## src/rtl/fpu_result_sequencer_if.sv

```systemverilog
// Issue, unit-completion and in-order result signals of fpu_result_sequencer.
// master = issuer/unit side, slave = the sequencer.
interface fpu_result_sequencer_if #(
  parameter int unsigned WIDTH     = 32,
  parameter int unsigned NUM_UNITS = 2,
  parameter int unsigned OPW       = $clog2(NUM_UNITS),
  parameter int unsigned DEPTH     = 4
);
  localparam int unsigned OccW = $clog2(DEPTH + 1);

  logic                       In_Data_Valid;
  logic [OPW-1:0]             opcode;
  logic                       In_Ready;
  logic [NUM_UNITS*WIDTH-1:0] unit_Data_Out;
  logic [NUM_UNITS-1:0]       unit_Data_Out_Valid;
  logic [WIDTH-1:0]           Data_Out;
  logic                       Out_Data_Valid;
  logic                       Out_Error;
  logic                       Overflow;
  logic [OccW-1:0]            Occupancy;

  modport master (
    output In_Data_Valid, opcode, unit_Data_Out, unit_Data_Out_Valid,
    input  In_Ready, Data_Out, Out_Data_Valid, Out_Error, Overflow, Occupancy
  );

  modport slave (
    input  In_Data_Valid, opcode, unit_Data_Out, unit_Data_Out_Valid,
    output In_Ready, Data_Out, Out_Data_Valid, Out_Error, Overflow, Occupancy
  );
endinterface

```

## src/rtl/fpu_result_sequencer.sv

```systemverilog
// Returns results of NUM_UNITS arithmetic units strictly in issue order, using an in-order
// opcode FIFO, one-deep per-unit holding registers and a per-head stall timeout.
module fpu_result_sequencer #(
  parameter int unsigned     WIDTH        = 32,
  parameter int unsigned     NUM_UNITS    = 2,
  parameter int unsigned     OPW          = $clog2(NUM_UNITS),
  parameter int unsigned     DEPTH        = 4,
  parameter int unsigned     TIMEOUT      = 15,
  parameter logic [WIDTH-1:0] INVALID_WORD = {WIDTH{1'b1}}
) (
  input logic                    clk,
  input logic                    rst,
  fpu_result_sequencer_if.slave  bus
);
  localparam int unsigned PtrW  = $clog2(DEPTH);
  localparam int unsigned CntW  = $clog2(DEPTH + 1);
  localparam int unsigned WaitW = $clog2(TIMEOUT + 1);

  // Tag FIFO
  logic [OPW-1:0]  fifo_q [DEPTH];
  logic [PtrW-1:0] wr_ptr_q, rd_ptr_q;
  logic [CntW-1:0] count_q, count_d;

  // Per-unit holding registers
  logic [WIDTH-1:0]     hold_q [NUM_UNITS];
  logic [WIDTH-1:0]     hold_d [NUM_UNITS];
  logic [NUM_UNITS-1:0] hold_v_q, hold_v_d;
  logic [NUM_UNITS-1:0] drain;

  logic [WaitW-1:0] wait_q, wait_d;

  logic [WIDTH-1:0] data_out_q, data_out_d;
  logic             out_valid_q, out_valid_d;
  logic             out_error_q, out_error_d;
  logic             overflow_q, overflow_d;

  logic             empty, full, push, pop;
  logic [OPW-1:0]   head_op;
  logic             head_illegal;
  logic             head_v;
  logic [WIDTH-1:0] head_data;

  always_comb begin
    empty        = (count_q == '0);
    full         = (count_q == CntW'(DEPTH));
    head_op      = fifo_q[rd_ptr_q];
    head_illegal = (32'(head_op) >= NUM_UNITS);
    push         = bus.In_Data_Valid && !full;

    // Loop mux keeps the lookup in range even for illegal opcodes
    head_v    = 1'b0;
    head_data = '0;
    for (int unsigned i = 0; i < NUM_UNITS; i++) begin
      if (head_op == OPW'(i)) begin
        head_v    = hold_v_q[i];
        head_data = hold_q[i];
      end
    end

    pop         = 1'b0;
    drain       = '0;
    wait_d      = wait_q;
    data_out_d  = INVALID_WORD;
    out_valid_d = 1'b0;
    out_error_d = 1'b0;

    if (!empty) begin
      if (head_illegal) begin
        pop         = 1'b1;
        out_valid_d = 1'b1;
        out_error_d = 1'b1;
        wait_d      = '0;
      end else if (head_v) begin
        pop         = 1'b1;
        out_valid_d = 1'b1;
        data_out_d  = head_data;
        wait_d      = '0;
        for (int unsigned i = 0; i < NUM_UNITS; i++) begin
          drain[i] = (head_op == OPW'(i));
        end
      end else if (wait_q == WaitW'(TIMEOUT - 1)) begin
        pop         = 1'b1;
        out_valid_d = 1'b1;
        out_error_d = 1'b1;
        wait_d      = '0;
      end else begin
        wait_d = wait_q + WaitW'(1);
      end
    end

    count_d = count_q + CntW'(push) - CntW'(pop);
  end

  // A drain in the same cycle frees the slot, so the new word is kept rather than dropped
  always_comb begin
    overflow_d = overflow_q;
    for (int unsigned i = 0; i < NUM_UNITS; i++) begin
      hold_d[i]   = hold_q[i];
      hold_v_d[i] = hold_v_q[i] && !drain[i];
      if (bus.unit_Data_Out_Valid[i]) begin
        if (hold_v_q[i] && !drain[i]) begin
          overflow_d = 1'b1;
        end else begin
          hold_d[i]   = bus.unit_Data_Out[i*WIDTH +: WIDTH];
          hold_v_d[i] = 1'b1;
        end
      end
    end
  end

  always_ff @(posedge clk) begin
    if (rst) begin
      wr_ptr_q    <= '0;
      rd_ptr_q    <= '0;
      count_q     <= '0;
      hold_v_q    <= '0;
      wait_q      <= '0;
      data_out_q  <= INVALID_WORD;
      out_valid_q <= 1'b0;
      out_error_q <= 1'b0;
      overflow_q  <= 1'b0;
    end else begin
      if (push) wr_ptr_q <= wr_ptr_q + PtrW'(1);
      if (pop)  rd_ptr_q <= rd_ptr_q + PtrW'(1);
      count_q     <= count_d;
      hold_v_q    <= hold_v_d;
      wait_q      <= wait_d;
      data_out_q  <= data_out_d;
      out_valid_q <= out_valid_d;
      out_error_q <= out_error_d;
      overflow_q  <= overflow_d;
    end
  end

  // Payload storage needs no reset; validity is tracked by pointers and hold_v_q
  always_ff @(posedge clk) begin
    if (push) fifo_q[wr_ptr_q] <= bus.opcode;
    for (int unsigned i = 0; i < NUM_UNITS; i++) begin
      hold_q[i] <= hold_d[i];
    end
  end

  assign bus.In_Ready       = !full;
  assign bus.Data_Out       = data_out_q;
  assign bus.Out_Data_Valid = out_valid_q;
  assign bus.Out_Error      = out_error_q;
  assign bus.Overflow       = overflow_q;
  assign bus.Occupancy      = count_q;
endmodule

```

## src/flat_wrapper.sv

```systemverilog
// flat-port wrapper written by rule: the top's interface ports become plain ports
module fpu_result_sequencer_flat 
#(
  parameter int unsigned     WIDTH        = 32,
  parameter int unsigned     NUM_UNITS    = 2,
  parameter int unsigned     OPW          = $clog2(NUM_UNITS),
  parameter int unsigned     DEPTH        = 4,
  parameter int unsigned     TIMEOUT      = 15,
  parameter logic [WIDTH-1:0] INVALID_WORD = {WIDTH{1'b1}}
)
  (clk, rst, bus_In_Data_Valid, bus_opcode, bus_unit_Data_Out, bus_unit_Data_Out_Valid, bus_In_Ready, bus_Data_Out, bus_Out_Data_Valid, bus_Out_Error, bus_Overflow, bus_Occupancy);
  fpu_result_sequencer_if #(.WIDTH(WIDTH), .NUM_UNITS(NUM_UNITS), .OPW(OPW), .DEPTH(DEPTH)) bus_i ();
  input logic clk;
  input logic rst;
  input wire logic [$bits(bus_i.In_Data_Valid)-1:0] bus_In_Data_Valid;
  input wire logic [$bits(bus_i.opcode)-1:0] bus_opcode;
  input wire logic [$bits(bus_i.unit_Data_Out)-1:0] bus_unit_Data_Out;
  input wire logic [$bits(bus_i.unit_Data_Out_Valid)-1:0] bus_unit_Data_Out_Valid;
  output wire logic [$bits(bus_i.In_Ready)-1:0] bus_In_Ready;
  output wire logic [$bits(bus_i.Data_Out)-1:0] bus_Data_Out;
  output wire logic [$bits(bus_i.Out_Data_Valid)-1:0] bus_Out_Data_Valid;
  output wire logic [$bits(bus_i.Out_Error)-1:0] bus_Out_Error;
  output wire logic [$bits(bus_i.Overflow)-1:0] bus_Overflow;
  output wire logic [$bits(bus_i.Occupancy)-1:0] bus_Occupancy;
  assign bus_i.In_Data_Valid = bus_In_Data_Valid;
  assign bus_i.opcode = bus_opcode;
  assign bus_i.unit_Data_Out = bus_unit_Data_Out;
  assign bus_i.unit_Data_Out_Valid = bus_unit_Data_Out_Valid;
  assign bus_In_Ready = bus_i.In_Ready;
  assign bus_Data_Out = bus_i.Data_Out;
  assign bus_Out_Data_Valid = bus_i.Out_Data_Valid;
  assign bus_Out_Error = bus_i.Out_Error;
  assign bus_Overflow = bus_i.Overflow;
  assign bus_Occupancy = bus_i.Occupancy;
  fpu_result_sequencer #(.WIDTH(WIDTH), .NUM_UNITS(NUM_UNITS), .OPW(OPW), .DEPTH(DEPTH), .TIMEOUT(TIMEOUT), .INVALID_WORD(INVALID_WORD)) u_core (.clk(clk), .rst(rst), .bus(bus_i));
endmodule
```

## config.mk

```make
export PLATFORM = sky130hd
export DESIGN_NAME = fpu_result_sequencer_flat
export DESIGN_NICKNAME = d
export VERILOG_FILES = /design/src/rtl/fpu_result_sequencer_if.sv /design/src/rtl/fpu_result_sequencer.sv /design/src/flat_wrapper.sv
export SDC_FILE = /design/constraint.sdc
export NUM_CORES = 1
export LEC_CHECK = 0
export ABC_AREA = 1
export CORE_MARGIN = 2
export CORE_UTILIZATION = 48
export DETAILED_ROUTE_END_ITERATION = 12
export PLACE_DENSITY = 0.8
export SLEW_MARGIN = 20
export SYNTH_ARGS = -nofsm -noshare
export SYNTH_HDL_FRONTEND = slang
export SYNTH_SLANG_ARGS = --single-unit
```

## constraint.sdc

```tcl
create_clock -name clk -period 3.79 [get_ports clk]
set_input_delay 0.758 -clock clk [delete_from_list [all_inputs] [get_ports clk]]
set_output_delay 0.758 -clock clk [all_outputs]
set_load 0.005 [all_outputs]
```

Yosys cells after proc, flatten, opt, wreduce, memory -nomap -nowiden. Memory sizes are Yosys's and may differ from the RTL's. A register that Yosys moved wholly into a read port is not among the register bits. Index checks and enable logic that the tools add are counted.

Bits in registers: 48. RAM bits: 68. Input port bits: 70. Output and inout port bits: 39. Word-level logic and storage cells: 52. Memories: 2.

Memory list: u_core.hold_q (depth 2, bits a word 32, rd ports 2, clocked after memory_dff 0, wr ports 2, line fpu_result_sequencer.sv:25) `logic [WIDTH-1:0] hold_q [NUM_UNITS];`; u_core.fifo_q (depth 4, bits a word 1, rd ports 1, clocked after memory_dff 1, wr ports 1, line fpu_result_sequencer.sv:20) `logic [OPW-1:0] fifo_q [DEPTH];`.

Add/subtract/negate cells: 5. Equal/unequal tests: 2. Muxes and demuxes: 23. Bitwise gates (word level): 2. Reductions and logical operators: 9.

Operators by type and width (count): two-way mux 32 bit (5); two-way mux 1 bit (12); two-way mux 2 bit (4); two-way mux 4 bit (2); OR reduction 3 bit (2); adder 2 x 1 -> 2 bit (second input constant) (2); adder 4 x 1 -> 4 bit (second input constant) (1); equality test 4 bit (second input constant) (1); adder 3 x 1 -> 3 bit (1); equality test 3 bit (second input constant) (1); logical AND 1 bit (3); logical NOT 1 bit (3); logical NOT 3 bit (1); subtractor 3 x 1 -> 3 bit (1); inverter 1 bit (2).

Longest topological paths before layout.
Word-level depth: 9. Gate-level depth with buffers: 15. Depth with buffers taken out: 15.

Least setup slack after synthesis. OpenSTA, ideal clock, no wires.

Path kind: reg-to-reg. Start: reg, netlist name u_core.bus.Occupancy[1]. End: mem u_core.hold_q[1][0], in the netlist u_core.hold_q[0][32], enable pin. Library setup time: 0.432 ns. Arrival: 2.450 ns. Required time: 3.358 ns. Slack: 0.908 ns. Stages on the path, launching flop included: 5. Path buffers: 0. Clock period less this slack: 2.882 ns. Path through: dfxtp_1 > nor2_1 > nand2_1 > nand3_1 > a21oi_1.

RTL lines (line): end, declared (fpu_result_sequencer.sv:25).

==> impl_metrics.json <==
{
  "status": "complete, no violations",
  "final_nets": 521,
  "start_util": 0.486,
  "cp_common_cell": "inv_1",
  "finalCritPeriodShare": 0.796,
  "drc_errors": 0,
  "crit_fanout": 35,
  "mappedNetlistArea_um2": 4170,
  "root_buffer": "clkbuf_8",
  "power.leakage_nw": 2.29,
  "via_count": 2858,
  "ir_drop_uv": 356,
  "drt_iter0_drc": 143,
  "layout_commonest_cell": "clkdlybuf4s50_1",
  "arrival_ns": 3.43,
  "switching_share": 0.273,
  "holdBufCountCts": 0,
  "hp-start": "u_core.hold_q[0][6]$_DFFE_PP_",
  "antenna_found_initial": 0,
  "place_hpwl_mm": 5.74,
  "critPathMaxStageDelay_ns": 0.48,
  "grt_max_degree": 36,
  "cts.path.max_buffers": 2,
  "worst_pin_slew_ns": 0.983,
  "dieArea_um2": 9460,
  "clockPowerShare": 0.407,
  "setup_violations": 0,
  "cts_buffers": 17,
  "postCtsSetupRepairBufs": 0,
  "hold_path.class": "flop to flop",
  "synth_adder_area_share": 0.0288,
  "synthMuxAreaShare": 0,
  "area_delta_synth_final_pct": 44.2,
  "grt_setup_unrepaired": "false",
  "power_frac_comb": 0.195,
  "synth_simple_gate_area_frac": 0.176,
  "worst_setup_path_start_kind": "flop",
  "ys_top_cells_by_area": "edfxtp_1, dfxtp_1, nand3_1",
  "endpoint_kind": "flop",
  "grt_pass1_wl_mm": 14.3,
  "powerDensity_nw_per_um2": 689,
  "rr_endpoint": "u_core.bus.Occupancy[2]$_SDFF_PP0_",
  "viasPerCell": 5.08,
  "fp.dieH_um": 97.3,
  "synth_cell_types": 25,
  "synth_top_family_by_area": "simple AND/OR/NAND/NOR gates",
  "reg2reg_slack_ns": 0.77,
  "syn_area_per_cell_um2": 12.8,
  "cts.clk_slew.worst_paths_ns": 0.06,
  "crit_chain": "inv_2 -> nand2_1 -> nand3_4 -> nand2_4 -> nand2_2 -> nand3_2 -> nand2_1 -> inv_1 -> ha_1 -> inv_1 -> ha_1 -> inv_1 -> fa_1 -> o21ai_0 -> a21oi_1",
  "clock_latency_ns": 0.52,
  "path_class": "flop to flop",
  "grt_pass1_vias": 2887,
  "yosysWarnings": 0,
  "cts.htree.levels": 4,
  "whs_path_depth": 2,
  "slew_headroom": 0.343,
  "synth_top_area_frac": 0.489,
  "synth-seq-cells": 118,
  "grt_overflow_total": 0,
  "routabilityCongestion": 0.803,
  "r2r_cells": 15,
  "hold_path_end": "u_core.bus.Data_Out[6]$_SDFF_PP1_",
  "drv_slew": 0,
  "ys_seq_area_frac": 0.729,
  "io_buffers": 108,
  "firstDrtPassIters": 4,
  "wl_mm": 9.26,
  "synth_cells": 325,
  "worst_path_max_delay_cell": "nand2_4",
  "num-fill-cells": 574,
  "synth-compound-area-share": 0.0231,
  "path_depth": 15,
  "final.setup.tns_ns": 0,
  "grt_use_total": 0.203,
  "core-area_um2": 8590,
  "period_minus_slack_ns": 3.02,
  "die_w_um": 97.3,
  "fmax_mhz": 332,
  "rows": 34,
  "p_seq_frac": 0.398,
  "ant_nets": 0,
  "io_pins": 109,
  "skew_ns": 0.00797,
  "cts.sinks": 118,
  "p_sw_mw": 1.13,
  "synth_top_area_cell": "edfxtp_1",
  "layout_common_cells": "clkdlybuf4s50_1, edfxtp_1, nand3_1, nand2_1, dfxtp_1",
  "hold_violations": 0,
  "antenna_cells": 0,
  "critPathTopFamily": "simple AND/OR/NAND/NOR gates",
  "layout-drive-gt1-share": 0.119,
  "critPathRequiredTime_ns": 4.20,
  "holdWs_ns": 0.464,
  "cts_resized": 0,
  "cts_tree": "built",
  "cp_num_buf_inv": 4,
  "avgRoutedWirePerCell_um": 16.4,
  "drv_cap": 0,
  "synthXorXnorAreaFrac": 0.00839,
  "p_int_mw": 3.01,
  "synth_fp_nets": 404
}
==> how the worst max path moves through the flow <==
stage	start	to	slack (ns)
finish	flop	u_core.bus.Occupancy[2]$_SDFF_PP0_	0.77
global route	flop	u_core.bus.Occupancy[2]$_SDFF_PP0_	0.51
CTS	flop	u_core.bus.Occupancy[2]$_SDFF_PP0_	0.79
detailed placement	flop	u_core.bus.Occupancy[2]$_SDFF_PP0_	0.84
global placement	flop	u_core.bus.Occupancy[2]$_SDFF_PP0_	0.94
floorplan	u_core.bus.Occupancy[1]$_SDFF_PP0_	u_core.hold_q[0][32]$_DFFE_PP_	0.91
==> per-layer routing <==
metal / vias up / wire length (um) / global-route usage
met3: 18 / 715 / 0.0777
met1: 1350 / 3500 / 0.226
met4: 0 / 245 / 0.0983
met5: - / 0 / 0
li1: 1365 / - / -
met2: 125 / 4800 / 0.342
==> registers in the layout, indices dropped and copies added (netlist names), named ones only <==
register and flops:
u_core.hold_q 64, u_core.bus.Data_Out 32, u_core.fifo_q 4, u_core.wait_q 4, u_core.bus.Occupancy 3, u_core.hold_v_q 2
u_core.rd_ptr_q 2, u_core.wr_ptr_q 2, u_core.bus.Out_Data_Valid 1, u_core.bus.Out_Error 1, u_core.bus.Overflow 1
==> cell families after synthesis <==
group / count (synthesis)
simple gates: 145
xor+xnor: 4
flops: 118
fa+ha+maj: 9
compound gates: 16
buf+inv: 33
==> power by group through the flow <==
stage,clock (mW),sequential [mW],combinational (mW)
2_1_floorplan,0,1.66,0.458
3_3_place_gp,0,1.67,0.753
3_5_place_dp,0,1.67,0.788
4_1_cts,1.70,1.65,0.803
5_1_grt,1.77,1.67,0.898
6_report,1.69,1.65,0.808
==> stage by stage <==
stage,cell area (um^2),power [mW],utilization,std cells,setup WS [ns]
finish,6020,4.15,0.700,563,0.775
global route,6020,4.33,0.700,563,0.515
CTS,5990,4.16,0.697,562,0.793
detailed placement,5350,2.46,0.623,530,0.839
global placement,5350,2.42,0.623,530,0.938
floorplan,4170,2.12,-,325,0.908
==> final cells by class <==
class,instances,area [um^2],share of cell area
flip-flops and latches,118,3040,0.506
repair buffers,110,1120,0.185
multi-input cells,174,1010,0.167
clock buffers,20,478,0.0794
clock inverters,12,161,0.0268
well taps,108,135,0.0224
inverters,21,78.8,0.0131
==> worst reg2reg max path, cell delays in order, from the launching register on <==
cell	delay [ns]
dfxtp_1	0.38
inv_2	0.05
nand2_1	0.09
nand3_4	0.35
nand2_4	0.48
nand2_2	0.16
nand3_2	0.13
nand2_1	0.07
inv_1	0.10
ha_1	0.23
inv_1	0.06
ha_1	0.14
inv_1	0.05
fa_1	0.37
o21ai_0	0.18
a21oi_1	0.06
==> synth_stat cells <==
library cell and count:
inv_1 19, a21oi_4 1, nand3_4 2, nand3_2 12, nand2_4 1, ha_1 8
buf_6 3, xor2_1 4, clkbuf_1 4, inv_2 1, edfxtp_1 68, nor2_1 16
nand4_1 1, nand2_1 53, a21oi_1 9, buf_1 5, a21boi_0 1, nand2_2 1
nor3_1 1, dfxtp_1 50, nand3_1 58, clkinv_1 1, fa_1 1, o21ai_0 4
o211ai_1 1
(Power assumes the default switching activity.)
